`src/rtl/ram_stream_reader_if.sv`:
```
// Valid/ready word stream between the RAM reader and the PE-array feeder.
// The master drives valid/data/last and the slave drives ready.
interface ram_stream_reader_if #(
    parameter int dw = 16
) ();
    logic          valid;
    logic          ready;
    logic [dw-1:0] data;
    logic          last;

    modport master (output valid, output data, output last, input ready);
    modport slave  (input valid, input data, input last, output ready);
endinterface

```
`src/rtl/ram_stream_reader.sv`:
```
// Walks a contiguous RAM window (1-cycle read latency) and streams the words out through a 2-entry skid FIFO.
// Optional macro RAM_STREAM_STRIDE_EN adds a stride_i port; otherwise the address step is fixed at 1.
//
// state     | meaning
// ST_IDLE   | waiting for start_i
// ST_RUN    | issuing reads and draining the FIFO
// ST_FINISH | one-cycle done pulse, back to idle next cycle
module ram_stream_reader #(
    parameter int aw = 16,
    parameter int dw = 16
) (
    input  logic                clk,
    input  logic                reset,
    input  logic                start_i,
    input  logic [aw-1:0]       base_addr_i,
    input  logic [aw-1:0]       len_i,
`ifdef RAM_STREAM_STRIDE_EN
    input  logic [aw-1:0]       stride_i,
`endif
    output logic                busy_o,
    output logic                done_o,
    output logic [aw-1:0]       ram_addr_o,
    output logic                ram_we_o,
    input  logic [dw-1:0]       ram_dout_i,
    ram_stream_reader_if.master out_if
);

    localparam logic [aw-1:0] one_w = aw'(1);

    typedef enum logic [1:0] {
        ST_IDLE   = 2'd0,
        ST_RUN    = 2'd1,
        ST_FINISH = 2'd2
    } state_t;

    state_t        state_q, state_d;
    logic [aw-1:0] addr_ptr_q, addr_ptr_d;
    logic [aw-1:0] rem_issue_q, rem_issue_d;
    logic [aw-1:0] rem_out_q, rem_out_d;
    logic [aw-1:0] ram_addr_q;
    logic [aw-1:0] step;
    logic          inflight_q;
    logic [dw-1:0] fifo_mem_q [2];
    logic          wr_ptr_q, rd_ptr_q;
    logic [1:0]    fifo_count_q;
    logic          push, pop, issue;
    logic [2:0]    occ;

`ifdef RAM_STREAM_STRIDE_EN
    logic [aw-1:0] stride_q, stride_d;
    assign step = stride_q;
`else
    assign step = one_w;
`endif

    // Count the read in flight as occupied so the FIFO can never overflow.
    assign pop   = (fifo_count_q != 2'd0) && out_if.ready;
    assign push  = inflight_q;
    assign occ   = {1'b0, fifo_count_q} + {2'b00, inflight_q} - {2'b00, pop};
    assign issue = (state_q == ST_RUN) && (rem_issue_q != '0) && (occ < 3'd2);

    always_comb begin
        state_d     = state_q;
        addr_ptr_d  = addr_ptr_q;
        rem_issue_d = rem_issue_q;
        rem_out_d   = rem_out_q;
`ifdef RAM_STREAM_STRIDE_EN
        stride_d    = stride_q;
`endif
        case (state_q)
            ST_IDLE: begin
                if (start_i) begin
                    addr_ptr_d  = base_addr_i;
                    rem_issue_d = len_i;
                    rem_out_d   = len_i;
`ifdef RAM_STREAM_STRIDE_EN
                    stride_d    = stride_i;
`endif
                    state_d     = (len_i == '0) ? ST_FINISH : ST_RUN;
                end
            end
            ST_RUN: begin
                if (issue) begin
                    addr_ptr_d  = addr_ptr_q + step;
                    rem_issue_d = rem_issue_q - one_w;
                end
                if (pop) begin
                    rem_out_d = rem_out_q - one_w;
                    if (rem_out_q == one_w) begin
                        state_d = ST_FINISH;
                    end
                end
            end
            ST_FINISH: state_d = ST_IDLE;
            default:   state_d = ST_IDLE;
        endcase
    end

    always_ff @(posedge clk) begin
        if (reset) begin
            state_q      <= ST_IDLE;
            addr_ptr_q   <= '0;
            rem_issue_q  <= '0;
            rem_out_q    <= '0;
            ram_addr_q   <= '0;
            inflight_q   <= 1'b0;
            wr_ptr_q     <= 1'b0;
            rd_ptr_q     <= 1'b0;
            fifo_count_q <= 2'd0;
`ifdef RAM_STREAM_STRIDE_EN
            stride_q     <= '0;
`endif
        end else begin
            state_q      <= state_d;
            addr_ptr_q   <= addr_ptr_d;
            rem_issue_q  <= rem_issue_d;
            rem_out_q    <= rem_out_d;
            ram_addr_q   <= ram_addr_o;
            inflight_q   <= issue;
            if (push) wr_ptr_q <= ~wr_ptr_q;
            if (pop)  rd_ptr_q <= ~rd_ptr_q;
            fifo_count_q <= fifo_count_q + {1'b0, push} - {1'b0, pop};
`ifdef RAM_STREAM_STRIDE_EN
            stride_q     <= stride_d;
`endif
        end
    end

    always_ff @(posedge clk) begin
        if (push) begin
            fifo_mem_q[wr_ptr_q] <= ram_dout_i;
        end
    end

    // The RAM samples the address combinationally in the issue cycle; it holds otherwise.
    assign ram_addr_o   = issue ? addr_ptr_q : ram_addr_q;
    assign ram_we_o     = 1'b0;
    assign busy_o       = (state_q != ST_IDLE);
    assign done_o       = (state_q == ST_FINISH);
    assign out_if.valid = (fifo_count_q != 2'd0);
    assign out_if.data  = fifo_mem_q[rd_ptr_q];
    assign out_if.last  = out_if.valid && (rem_out_q == one_w);

endmodule

```
`src/flat_wrapper.sv`:
```
// flat-port wrapper written by rule: the top's interface ports become plain ports
module ram_stream_reader_flat 
#(
    parameter int aw = 16,
    parameter int dw = 16
)
  (clk, reset, start_i, base_addr_i, len_i, busy_o, done_o, ram_addr_o, ram_we_o, ram_dout_i, out_if_valid, out_if_data, out_if_last, out_if_ready);
  ram_stream_reader_if #(.dw(dw)) out_if_i ();
  input  logic clk;
  input  logic reset;
  input  logic start_i;
  input  logic [aw-1:0] base_addr_i;
  input  logic [aw-1:0] len_i;
  output logic busy_o;
  output logic done_o;
  output logic [aw-1:0] ram_addr_o;
  output logic ram_we_o;
  input  logic [dw-1:0] ram_dout_i;
  output wire logic [$bits(out_if_i.valid)-1:0] out_if_valid;
  output wire logic [$bits(out_if_i.data)-1:0] out_if_data;
  output wire logic [$bits(out_if_i.last)-1:0] out_if_last;
  input wire logic [$bits(out_if_i.ready)-1:0] out_if_ready;
  assign out_if_valid = out_if_i.valid;
  assign out_if_data = out_if_i.data;
  assign out_if_last = out_if_i.last;
  assign out_if_i.ready = out_if_ready;
  ram_stream_reader #(.aw(aw), .dw(dw)) u_core (.clk(clk), .reset(reset), .start_i(start_i), .base_addr_i(base_addr_i), .len_i(len_i), .busy_o(busy_o), .done_o(done_o), .ram_addr_o(ram_addr_o), .ram_we_o(ram_we_o), .ram_dout_i(ram_dout_i), .out_if(out_if_i));
endmodule
```
`config.mk`:
```
export PLATFORM = sky130hd
export DESIGN_NAME = ram_stream_reader_flat
export DESIGN_NICKNAME = d
export VERILOG_FILES = /design/src/rtl/ram_stream_reader_if.sv /design/src/rtl/ram_stream_reader.sv /design/src/flat_wrapper.sv
export SDC_FILE = /design/constraint.sdc
export NUM_CORES = 1
export LEC_CHECK = 0
export BUFFER_PORTS_ARGS = -buffer_cell sky130_fd_sc_hd__buf_2
export CORE_MARGIN = 2
export CORE_UTILIZATION = 29
export CTS_BUF_LIST = sky130_fd_sc_hd__clkbuf_8
export DETAILED_ROUTE_END_ITERATION = 12
export HOLD_SLACK_MARGIN = 0.08
export MAX_ROUTING_LAYER = met4
export SLEW_MARGIN = 20
export SYNTH_ARGS = -nofsm -noshare
export SYNTH_HDL_FRONTEND = slang
export SYNTH_SLANG_ARGS = --single-unit
```
`constraint.sdc`:
```
create_clock -name clk -period 4.5 [get_ports clk]
set_clock_uncertainty 0.1 [all_clocks]
set_input_delay 0.45 -clock clk [delete_from_list [all_inputs] [get_ports clk]]
set_output_delay 0.45 -clock clk [all_outputs]
set_load 0.02 [all_outputs]
```
* Yosys cells after proc, flatten, opt, wreduce, memory -nomap -nowiden
Memories as Yosys holds them, arrays and structs flattened. A register that Yosys moved wholly into a read port is not among the register bits.
Cells that the tools add are included.
W data, S select, Z words.
** Word-level totals
- Output and inout bits :: 37
- Memory bits (writable) :: 32
- Register bits :: 71
- Memories :: 1
- Bits of input ports :: 52
- Logic and storage cells :: 58
** Cells by class
- Add/sub/neg operators :: 7
- Eq/ne operators :: 7
- Reduce and logical (&&, ||, !) cells :: 13
- Bitwise gates (word level) :: 2
- Muxes and demuxes :: 18
- Order comparisons :: 1
** Memory list
- u_core.fifo_mem_q :: words 2, width 16, read ports 1, clocked after Yosys merged registers in 1, wr ports 1, RTL line ram_stream_reader.sv:43 : logic [dw-1:0] fifo_mem_q [2];
** Operators with widths (number)
- $mux W16 :: 6
- $pmux W16 S2 :: 3
- $sub A16 B1 Y16 const B :: 2
- $add A16 B1 Y16 const B :: 1
- $eq A16 B1 Y1 const B :: 1
- $logic_not A16 Y1 :: 1
- $reduce_bool A16 Y1 :: 1
- $reduce_and A3 Y1 :: 3
- $mux W2 :: 4
- $reduce_bool A2 Y1 :: 3
- $logic_and A1 B1 Y1 :: 4
- $mux W1 :: 4
- $ne A2 B1 Y1 const B :: 2
- $ne A2 B2 Y1 const B :: 2
- $pmux W2 S2 :: 1
- $add A2 B1 Y3 :: 1
- $lt A3 B2 Y1 const B :: 1
- $sub A3 B1 Y3 :: 1
- $add A2 B1 Y2 :: 1
- $eq A2 B1 Y1 const B :: 1
- $eq A2 B2 Y1 const B :: 1
- $logic_not A2 Y1 :: 1
- $not A1 Y1 :: 2
- $sub A2 B1 Y2 :: 1

* Logic depth before layout (Yosys ltp)
Gate-level depths: netlist of run 1.
- Depth after elaboration :: 7
- Depth in mapped cells :: 14
- Gate-level depth less buffers :: 11

* Least setup slack after synthesis of run 1
OpenSTA, ideal clock, no wires.
- Kind :: reg-to-output
- From :: reg u_core.fifo_count_q[1]
- To :: out ram_addr_o[10]
- Path buffers :: 2
- Data required time :: 3950 ps
- Data arrival time :: 2879 ps
- Cell stages (with the launch flop) :: 13
- Path slack :: 1071 ps
- Path through :: dfxtp_1 > or2_2 > nand2_1 > or2_2 > nand2_1 > ha_1 > fa_1 > xnor2_1 > or3_1 > buf_2 > nor2_4 > buf_6 > mux2_4
** Between the ends
- Word-level cells in the longest chain between the ends :: 6
- Elaborated cells between the ends (all ways) :: 7
- Classes of those cells :: 2 x add/sub; 1 x order compare; 1 x mux; 3 x reduce/logical
** RTL lines
- from (decl) :: RTL line ram_stream_reader.sv:45 : logic [1:0] fifo_count_q;
- from (signal assigned) :: RTL line ram_stream_reader.sv:122 : fifo_count_q <= fifo_count_q + {1'b0, push} - {1'b0, pop};
- $reduce_bool A2 Y1
- named net out_if_valid :: RTL line flat_wrapper.sv:19 : output wire logic [$bits(out_if_i.valid)-1:0] out_if_valid;
- $logic_and A1 B1 Y1 :: RTL line ram_stream_reader.sv:57 : assign pop = (fifo_count_q != 2'd0) && out_if.ready;
- $sub A3 B1 Y3 :: RTL line ram_stream_reader.sv:59 : assign occ = {1'b0, fifo_count_q} + {2'b00, inflight_q} - {2'b00, pop};
- $lt A3 B2 Y1 :: RTL line ram_stream_reader.sv:60 : assign issue = (state_q == ST_RUN) && (rem_issue_q != '0) && (occ < 3'd2);
- $logic_and A1 B1 Y1 :: RTL line ram_stream_reader.sv:60
- $mux W16 :: RTL line ram_stream_reader.sv:136 : assign ram_addr_o = issue ? addr_ptr_q : ram_addr_q;
- to (decl) :: RTL line flat_wrapper.sv:16 : output logic [aw-1:0] ram_addr_o;
The timed path passes the listed nets, and every way through them passes these cells.

* Final worst setup path of run 1
- From :: reg u_core.fifo_count_q[1]
- To :: out ram_addr_o[0]
** Between the ends
- Word-level cells in the longest chain between the ends :: 6
- Elaborated cells between the ends (all ways) :: 7
- Classes of those cells :: 2 x add/sub; 1 x order compare; 1 x mux; 3 x reduce/logical
** RTL lines (RTL line)
- branches (longest 2 deep; another with $add A2 B1 Y3)
- $sub A3 B1 Y3 * :: ram_stream_reader.sv:59
- $lt A3 B2 Y1 * :: ram_stream_reader.sv:60
- $logic_and A1 B1 Y1 * :: ram_stream_reader.sv:60
- $mux W16 * :: ram_stream_reader.sv:136
Every way passes the cells marked *.

==> results of run 1 <==
==> placed cells by master, fill, tap and decap left out, types with 10 or more instances in the layout <==
cell and instances:
buf_2 87, o21ai_0 26, o21ai_1 16, dfxtp_1 72, nand3_1 12, nand2_1 69
nor3_1 17, inv_1 10, nor2_1 34, a21oi_1 49, and2_1 20, edfxtp_1 32
mux2_2 22, mux2_4 10
==> metal layers <==
metal / vias up / track usage / share of wire
li1: 2197 / - / -
met5: - / - / 0
met2: 99 / 0.227 / 0.45
met3: 13 / 0.0235 / 0.039
met1: 2127 / 0.203 / 0.49
met4: 0 / 0.0521 / 0.016
==> cell type report <==
| cell class | count | area, sq um | area share |
|---|---|---|---|
| well taps | 229 | 287 | 0.0475 |
| flip-flops and latches | 104 | 2400 | 0.398 |
| clock buffers | 9 | 124 | 0.0205 |
| clock inverters | 7 | 53.8 | 0.00891 |
| repair buffers | 94 | 488 | 0.0808 |
| multi-input cells | 408 | 2640 | 0.438 |
| diodes | 1 | 2.50 | 0.000415 |
| inverters | 10 | 37.5 | 0.00622 |
==> kinds of logic after synthesis <==
kind of cell	synth area share
compound gates	0.201
xor+xnor	0.00665
fa+ha+maj	0.0157
buf+inv	0.0442
flops	0.456
mux	0.0774
other cells	0.000712
simple gates	0.199
==> registers in the layout, indices dropped and copies added, names as in the netlist, named ones only <==
name and cells:
u_core.ram_addr_q 16, u_core.wr_ptr_q 1, u_core.state_q 2, u_core.rd_ptr_q 1, u_core.rem_issue_q 16, u_core.fifo_mem_q 32
u_core.fifo_count_q 2, u_core.rem_out_q 16, u_core.addr_ptr_q 16, u_core.inflight_q 1
==> through the flow <==
step                hold WS (ps)  total power (uW)   util
global placement             363              3330  0.327
CTS                          126              3930  0.337
floorplan                    344              2890      -
global route                 126              4190  0.337
detailed placement           372              3340  0.327
finish                       144              3900  0.337
==> critical path: stages, from the launching register on <==
cell and delay [ps]:
dfxtp_1 350, or2_2 320, nand2_1 140, or2_2 150, nand2_1 60, ha_1 180, fa_1 370, xnor2_1 130
or3_1 450, nor2_4 130, buf_4 300, mux2_2 390, buf_2 160
==> report_power, final <==
part | switching [uW] | internal (uW)
registers | 262 | 1200
logic | 1130 | 732
clock network | 363 | 209
==> worst max-delay path by stage <==
stage                                 startpoint  slack (ps)        endpoint
final                     u_core.fifo_count_q[1]         420   ram_addr_o[0]
after global routing      u_core.fifo_count_q[1]         190  ram_addr_o[15]
after CTS                 u_core.fifo_count_q[1]         350   ram_addr_o[3]
after detailed placement  u_core.fifo_count_q[1]         800   ram_addr_o[3]
after global placement    u_core.fifo_count_q[1]         860   ram_addr_o[3]
after floorplan           u_core.fifo_count_q[1]        1070  ram_addr_o[10]
==> out/metrics.yaml, run 1 <==
ys.flop_type: "dfxtp_1"
rr_startpoint: "u_core.fifo_count_q[1]"
rr_worst_depth: 12
ff2ff_setup_slack_ps: 1030
gp_congestion: 0.901
powerDensity_nw_per_um2: 645
syn_inst: 560
status: "completed"
area_growth_syn_to_layout_pct: 14.5
cts_tree: "yes"
grt_max_degree: 55
grt_pass1_vias: 4140
coreArea_sq_um: 17900
synth-edff-count: 32
finalCritPeriodShare: 0.907
clock.fmax_mhz: 245
critPathLaunchType: "register"
slew_violations: 0
cts.sinks: 104
initial_utilization: 0.294
stdcell_count: 862
placed_area_sq_um: 5850
drive_above_1_share: 0.264
rsz0062_at_grt: "no"
drt_iter0_markers: 248
drc_errors: 0
place_ws_ps: 797
maxSlewHeadroom: 0.336
leakagePower_uw: 0.00233
hpwl_um: 9760
tightest_slew_ps: 996
grt_overflow: 0
yosysTopAreaCell: "dfxtp_1"
die_width_um: 139
path_class: "reg -> out"
post_cts_resized: 0
final_net_count: 685
yosysMostFrequentCell: "dfxtp_1"
die_y_um: 139
drv_cap: 0
irDropWorstVdd_uv: 175
hold_class: "in -> reg"
syn_avg_cell_area_sq_um: 9.41
cp-end-kind: "primary output"
die_area_sq_um: 19300
r2r_end: "u_core.rem_issue_q[4]"
cp_max_fo: 16
cts_hold_buf: 0
cts_buffers: 9
crit_required_ps: 3950
wl_um: 14000
ant_nets: 0
grt.total_usage: 0.149
final_area_sq_um: 6040
setup_viol: 0
finalHoldViolCount: 0
synth_nets: 618
ys.warnings.count: 0
hold_start: "ram_dout_i[1]"
fill_cells: 1893
wl_per_cell_um: 16.2
cts-htree-levels: 3
port-buffer-count: 87
yosys.cell_types.count: 69
synth-seq-cells: 104
tns_ps: 0
grt_pass1_wl_um: 22300
cts_setup_buffers: 0
whs_endpoint: "u_core.fifo_mem_q[0][1]"
synth_area_leaders: "dfxtp_1, edfxtp_1, nand2_1"
arrival_ps: 3530
vias: 4436
clk_pin_slew_ps: 110
layout_setup_ws_ps: 418
synth_commonest_cells: "dfxtp_1, nand2_1, a21oi_1, nor2_1, edfxtp_1"
hold_path_depth: 1
syn_area_sq_um: 5270
num_rows: 49
min_period_ps: 4080
yosysTopAreaCellShare: 0.274
dp.cells: 845
routed_via_density: 5.15
ios: 89
cts_max_path_buffers: 2
root_buffer: "clkbuf_8"
antenna_found_initial: 0
ys_seq_area_frac: 0.456
dr.pass1.iters: 5
clock_latency_ps: 390
async_flop_share: 0
Note: power is estimated with default switching activity, not from simulation.
==> run 2: changes to the inputs <==
--- a/config.mk
+++ b/config.mk
@@ -5,11 +5,11 @@
 export SDC_FILE = /design/constraint.sdc
 export NUM_CORES = 1
 export LEC_CHECK = 0
-export BUFFER_PORTS_ARGS = -buffer_cell sky130_fd_sc_hd__buf_2
 export CORE_MARGIN = 2
 export CORE_UTILIZATION = 29
 export CTS_BUF_LIST = sky130_fd_sc_hd__clkbuf_8
 export DETAILED_ROUTE_END_ITERATION = 12
+export DONT_BUFFER_PORTS = 1
 export HOLD_SLACK_MARGIN = 0.08
 export MAX_ROUTING_LAYER = met4
 export SLEW_MARGIN = 20
==> run 2 against run 1 <==
Effect of this change:
- global-route usage increased by 0.54 points
- core utilization fell by 1.4 points
- sequential power barely moved
- total power down 1.4%
- maximum frequency is 4.1% lower
- register-to-register slack got worse by 230 ps
- clock power decreased by 2%
- count of clock-buffer cells in the layout unchanged
- combinational power fell by 2%
- cell count down 8.0%
- critical path type unchanged
- critical endpoint is now ram_addr_o[10]
- largest power group unchanged
==> out/metrics.yaml, run 2 (same netlist as run 1, synthesis figures left out) <==
status: "completed"
cts_max_path_buffers: 2  # unchanged
antennaDiodeCount: 0  # -1
clk_pin_slew_ps: 110  # about the same
fill_cells: 1843  # -2.6%
arrival_ps: 3710  # +180 ps
largest_reg_flops: 32  # unchanged
leakagePower_uw: 0.00203  # -13%
setup_viol: 0  # unchanged
rr_startpoint: "u_core.fifo_count_q[1]"
vias: 4314  # -2.8%
layout_setup_ws_ps: 244  # -174 ps
crit_required_ps: 3950  # about the same
die_width_um: 139  # unchanged
die_area_sq_um: 19300  # unchanged
path_class: "reg -> out"
maxSlewHeadroom: 0.243  # -0.0926
mostFrequentLayoutCells: "dfxtp_1, nand2_1, a21oi_1"
wl_um: 14500  # +3.7%
whs_endpoint: "u_core.rem_out_q[4]"
drc_errors: 0  # unchanged
min_period_ps: 4260  # +174 ps
top_register: "u_core.fifo_mem_q"
irDropWorstVdd_uv: 210  # +20%
grt_pass1_wl_um: 22900  # +2.4%
port-buffer-count: 0  # -100%
slew_violations: 0  # unchanged
hold_path_depth: 2  # +1
critPathLaunchType: "register"
cp-end-kind: "primary output"
clock_latency_ps: 390  # about the same
rsz0062_at_grt: "no"
ant_nets: 0  # unchanged
antenna_found_initial: 0  # unchanged
hold_start: "len_i[4]"
powerDensity_nw_per_um2: 663  # +2.8%
cp_max_fo: 13  # -3
routed_via_density: 5.44  # +5.7%
coreArea_sq_um: 17900  # unchanged
grt.total_usage: 0.155  # +0.00542
dr.pass1.iters: 4  # -1
cts_buffers: 9  # unchanged
final_common_cell: "dfxtp_1"
grt_overflow: 0  # unchanged
place_ws_ps: 586  # -211 ps
grt_max_degree: 85  # +55%
root_buffer: "clkbuf_8"
ff2ff_setup_slack_ps: 800  # -230 ps
wl_per_cell_um: 18.3  # +13%
post_cts_resized: 0  # unchanged
cts_tree: "yes"
r2r_end: "u_core.rem_issue_q[3]"
die_y_um: 139  # unchanged
hpwl_um: 9490  # -2.8%
drive_above_1_share: 0.144  # -0.121
cts-htree-levels: 3  # unchanged
clock.fmax_mhz: 235  # -4.1%
tightest_slew_ps: 1140  # +140 ps
rr_worst_depth: 11  # -1
initial_utilization: 0.294  # unchanged
finalCritPeriodShare: 0.946  # +0.0386
num_rows: 49  # unchanged
drv_cap: 0  # unchanged
hold_class: "in -> reg"
final_net_count: 617  # -9.9%
ios: 89  # unchanged
whs_ps: 116  # -27.8 ps
gp_congestion: 0.826  # -8.3%
cts.sinks: 104  # unchanged
grt_pass1_vias: 4202  # +1.5%
cts_setup_buffers: 0  # unchanged
drt_iter0_markers: 350  # +41%
area_growth_syn_to_layout_pct: 9.88
tns_ps: 0  # unchanged
finalHoldViolCount: 0  # unchanged
==> run 2: how the worst max path moves through the flow <==
stage	start	endpoint	cells past startpoint
6_report	u_core.fifo_count_q[1]	ram_addr_o[10]	11
5_1_grt	u_core.fifo_count_q[1]	ram_addr_o[13]	11
4_1_cts	u_core.fifo_count_q[1]	ram_addr_o[10]	11
3_5_place_dp	u_core.fifo_count_q[1]	ram_addr_o[10]	11
3_3_place_gp	u_core.fifo_count_q[1]	ram_addr_o[13]	11
2_1_floorplan	u_core.fifo_count_q[1]	ram_addr_o[10]	12
==> run 2: final cells by class <==
cell class | count | area (sq um) | share of cell area
multi-input cells | 408 | 2640 | 0.455
clock inverters | 7 | 55.1 | 0.00951
clock buffers | 9 | 124 | 0.0214
flip-flops and latches | 104 | 2400 | 0.415
well taps | 229 | 287 | 0.0495
inverters | 10 | 37.5 | 0.00648
repair buffers | 26 | 250 | 0.0432
==> run 2: what timing repair did <==
| item | 4_1_cts | 5_1_grt |
|---|---|---|
| hold endpoints to repair | 79 | 0 |
| endpoints found under the setup margin | 0 | 3 |
| hold buffers | 18 | 0 |
==> run 2: metal layers <==
layer / GRT usage / share of wire / vias to the layer above
met2: 0.231 / 0.46 / 164
met1: 0.198 / 0.45 / 2067
met5: - / 0 / -
met4: 0.0712 / 0.027 / 0
met3: 0.0380 / 0.067 / 33
li1: - / - / 2050
==> run 2: per-stage QoR <==
step           utilization  std cells  power (uW)  area [sq um]
6_report             0.323        793        3840          5790
5_1_grt              0.323        793        4130          5790
4_1_cts              0.323        793        3860          5790
3_5_place_dp         0.303        759        3260          5420
3_3_place_gp         0.303        759        3220          5420
2_1_floorplan            -        560        2890          5270
==> run 2: power by group <==
part | internal (uW) | leakage, uW | switching [uW]
registers | 1200 | 0.000878 | 262
clock network | 206 | 0.0000824 | 355
logic | 681 | 0.00107 | 1140
==> run 2: worst max-delay path, cell delays in order (launching register included) <==
cell and delay [ps]:
dfxtp_1 360, or2_2 380, nand2_1 160, or2_2 160, nand2_1 50, ha_1 180, fa_1 370, xnor2_1 130
or3_1 450, nor2_4 470, buf_4 240, mux2_4 340
==> run 3: changes to the inputs <==
--- a/config.mk
+++ b/config.mk
@@ -5,6 +5,8 @@
 export SDC_FILE = /design/constraint.sdc
 export NUM_CORES = 1
 export LEC_CHECK = 0
+export CAP_MARGIN = 20
+export CORE_ASPECT_RATIO = 1.1
 export CORE_MARGIN = 2
 export CORE_UTILIZATION = 29
 export CTS_BUF_LIST = sky130_fd_sc_hd__clkbuf_8
==> run 3 against run 2 <==
Effect of this change:
- combinational power about the same
- core utilization increased by 0.71 points
- non-clock buffer count unchanged
- flip-flop and latch count unchanged
- clock power increased by 10%
- die area about the same
- critical endpoint is now ram_addr_o[4]
- highest routed layer unchanged
==> out/metrics.yaml, run 3 (same netlist as run 1, synthesis figures left out) <==
status: "completed"
drc_errors: 0  # unchanged
grt_overflow: 0  # unchanged
min_period_ps: 4120  # -136 ps
die_width_um: 133  # -4.5%
arrival_ps: 3570  # -140 ps
clock.fmax_mhz: 243  # +3.3%
cts_max_path_buffers: 2  # unchanged
irDropWorstVdd_uv: 304  # +45%
p_int_uw: 2150  # +3.4%
cp-end-kind: "primary output"
hold_start: "reset"
die_y_um: 145  # +4.7%
largest_reg_flops: 32  # unchanged
final_util: 0.331  # +0.00706
ff2ff_setup_slack_ps: 940  # +140 ps
slew_violations: 0  # unchanged
pwr-share-comb: 0.469  # -0.005
top_register: "u_core.fifo_mem_q"
die_area_sq_um: 19300  # about the same
rr_worst_depth: 12  # +1
drv_cap: 0  # unchanged
rr_startpoint: "u_core.fifo_count_q[1]"
rsz0062_at_grt: "no"
whs_ps: 97.0  # -19.1 ps
critPathMaxStageDelay_ps: 450  # -20 ps
port-buffer-count: 0  # unchanged
crit_required_ps: 3950  # about the same
tns_ps: 0  # unchanged
cpMaxStageDelayCell: "or3_1"
initial_utilization: 0.297  # +0.00270
fill_cells: 1858  # +0.81%
clk_pin_slew_ps: 110  # about the same
switching_share: 0.448  # -0.00935
mostFrequentLayoutCells: "dfxtp_1, nand2_1, a21oi_1"
dr.pass1.iters: 5  # +1
num_rows: 51  # +4.1%
hold_class: "in -> reg"
cts_tree: "yes"
area_growth_syn_to_layout_pct: 11.3
routed_via_density: 5.32  # -2.3%
final_net_count: 617  # unchanged
cts.sinks: 104  # unchanged
finalCritPeriodShare: 0.915  # -0.0303
antenna_found_initial: 1  # +1
grt_pass1_vias: 4069  # -3.2%
powerDensity_nw_per_um2: 666  # +0.40%
tightest_slew_ps: 865  # -270 ps
maxSlewHeadroom: 0.419  # +0.176
cts-htree-levels: 3  # unchanged
pwr-share-clk: 0.159  # +0.013
cts_buffers: 9  # unchanged
clock_latency_ps: 390  # about the same
seqPwrFrac: 0.372  # -0.008
hold_path_depth: 2  # unchanged
p_sw_uw: 1750  # -0.42%
critPathLaunchType: "register"
finalHoldViolCount: 0  # unchanged
final_common_cell: "dfxtp_1"
crit_chain: "or2_2, nand2_1, or2_2, nand2_1, ha_1, fa_1, xnor2_1, or3_1, nor2_4, buf_4, mux2_2"
grt_max_degree: 85  # unchanged
drive_above_1_share: 0.142  # -0.00177
root_buffer: "clkbuf_8"
gp_congestion: 0.866  # +4.9%
cp_max_fo: 16  # +3
wl_um: 14300  # -1.5%
leakagePower_uw: 0.00206  # +1.5%
grt.total_usage: 0.151  # -0.00424
vias: 4268  # -1.1%
setup_viol: 0  # unchanged
ant_nets: 0  # unchanged
whs_endpoint: "u_core.rem_out_q[5]"
hpwl_um: 9490  # about the same
cts_setup_buffers: 0  # unchanged
r2r_end: "u_core.addr_ptr_q[11]"
coreArea_sq_um: 17700  # -0.91%
ios: 89  # unchanged
post_cts_resized: 0  # unchanged
grt_pass1_wl_um: 22300  # -2.2%
drt_iter0_markers: 385  # +10%
path_class: "reg -> out"
wl_per_cell_um: 17.8  # -2.7%
[run 3: cell types whose count changed in the layout (fill, tap and decap cells not counted), sizes merged]
cell / delta
clkinv: -2
inv: +2
bufinv: +1
clkinvlp: -1
diode: +1
[run 3: critical path: cells and delay by family (launching register included)]
kind / cells / cell delay (ps)
xor gates and xnor gates: 1 / 140
buffers and inverters: 1 / 310
DFF: 1 / 350
and+or+nand+nor: 6 / 1360
muxes: 1 / 450
adders and majority gates: 2 / 580
[run 3: cell type report]
type	instances	area [sq um]	share of cell area
Multi-Input combinational cell	408	2640	0.450
Sequential cell	104	2400	0.410
Inverter	10	37.5	0.00640
Tap cell	238	298	0.0508
Clock inverter	7	77.6	0.0132
Antenna cell	1	2.50	0.000427
Clock buffer	9	124	0.0211
Timing Repair Buffer	26	283	0.0482
[run 3: worst max path at each step]
| stage | start | end | slack, ps |
|---|---|---|---|
| global route | u_core.fifo_count_q[1] | ram_addr_o[4] | 180 |
| CTS | u_core.fifo_count_q[1] | ram_addr_o[15] | 340 |
| finish | u_core.fifo_count_q[1] | ram_addr_o[4] | 380 |
| detailed placement | u_core.fifo_count_q[1] | ram_addr_o[15] | 770 |
| global placement | u_core.fifo_count_q[1] | ram_addr_o[15] | 860 |
| floorplan | u_core.fifo_count_q[1] | ram_addr_o[10] | 1070 |
[run 3: metrics by stage]
| step | setup WS (ps) | instance area (sq um) | instances | total power [uW] |
|---|---|---|---|---|
| final | 381 | 5860 | 803 | 3900 |
| after floorplan | 1070 | 5270 | 560 | 2890 |
| after global placement | 858 | 5440 | 767 | 3230 |
| after global routing | 185 | 5860 | 803 | 4170 |
| after CTS | 340 | 5830 | 801 | 3910 |
| after detailed placement | 771 | 5440 | 767 | 3260 |
[run 3: power by group through the flow]
stage	clock network (uW)	registers [uW]	logic, uW
floorplan	0	1370	1520
global placement	0	1460	1770
detailed placement	0	1470	1800
CTS	638	1450	1830
global route	670	1490	2010
finish	619	1450	1830
[run 3: timing repair]
item,CTS,global route
setup endpoints to repair,0,0
hold endpoints to repair,79,0
hold buffers,18,0
[run 3: layer usage]
layer	track usage	share of wire	up-vias
met3	0.0442	0.072	16
met5	-	0	-
li1	-	-	2056
met4	0.0597	0.015	0
met2	0.227	0.47	138
met1	0.189	0.45	2058
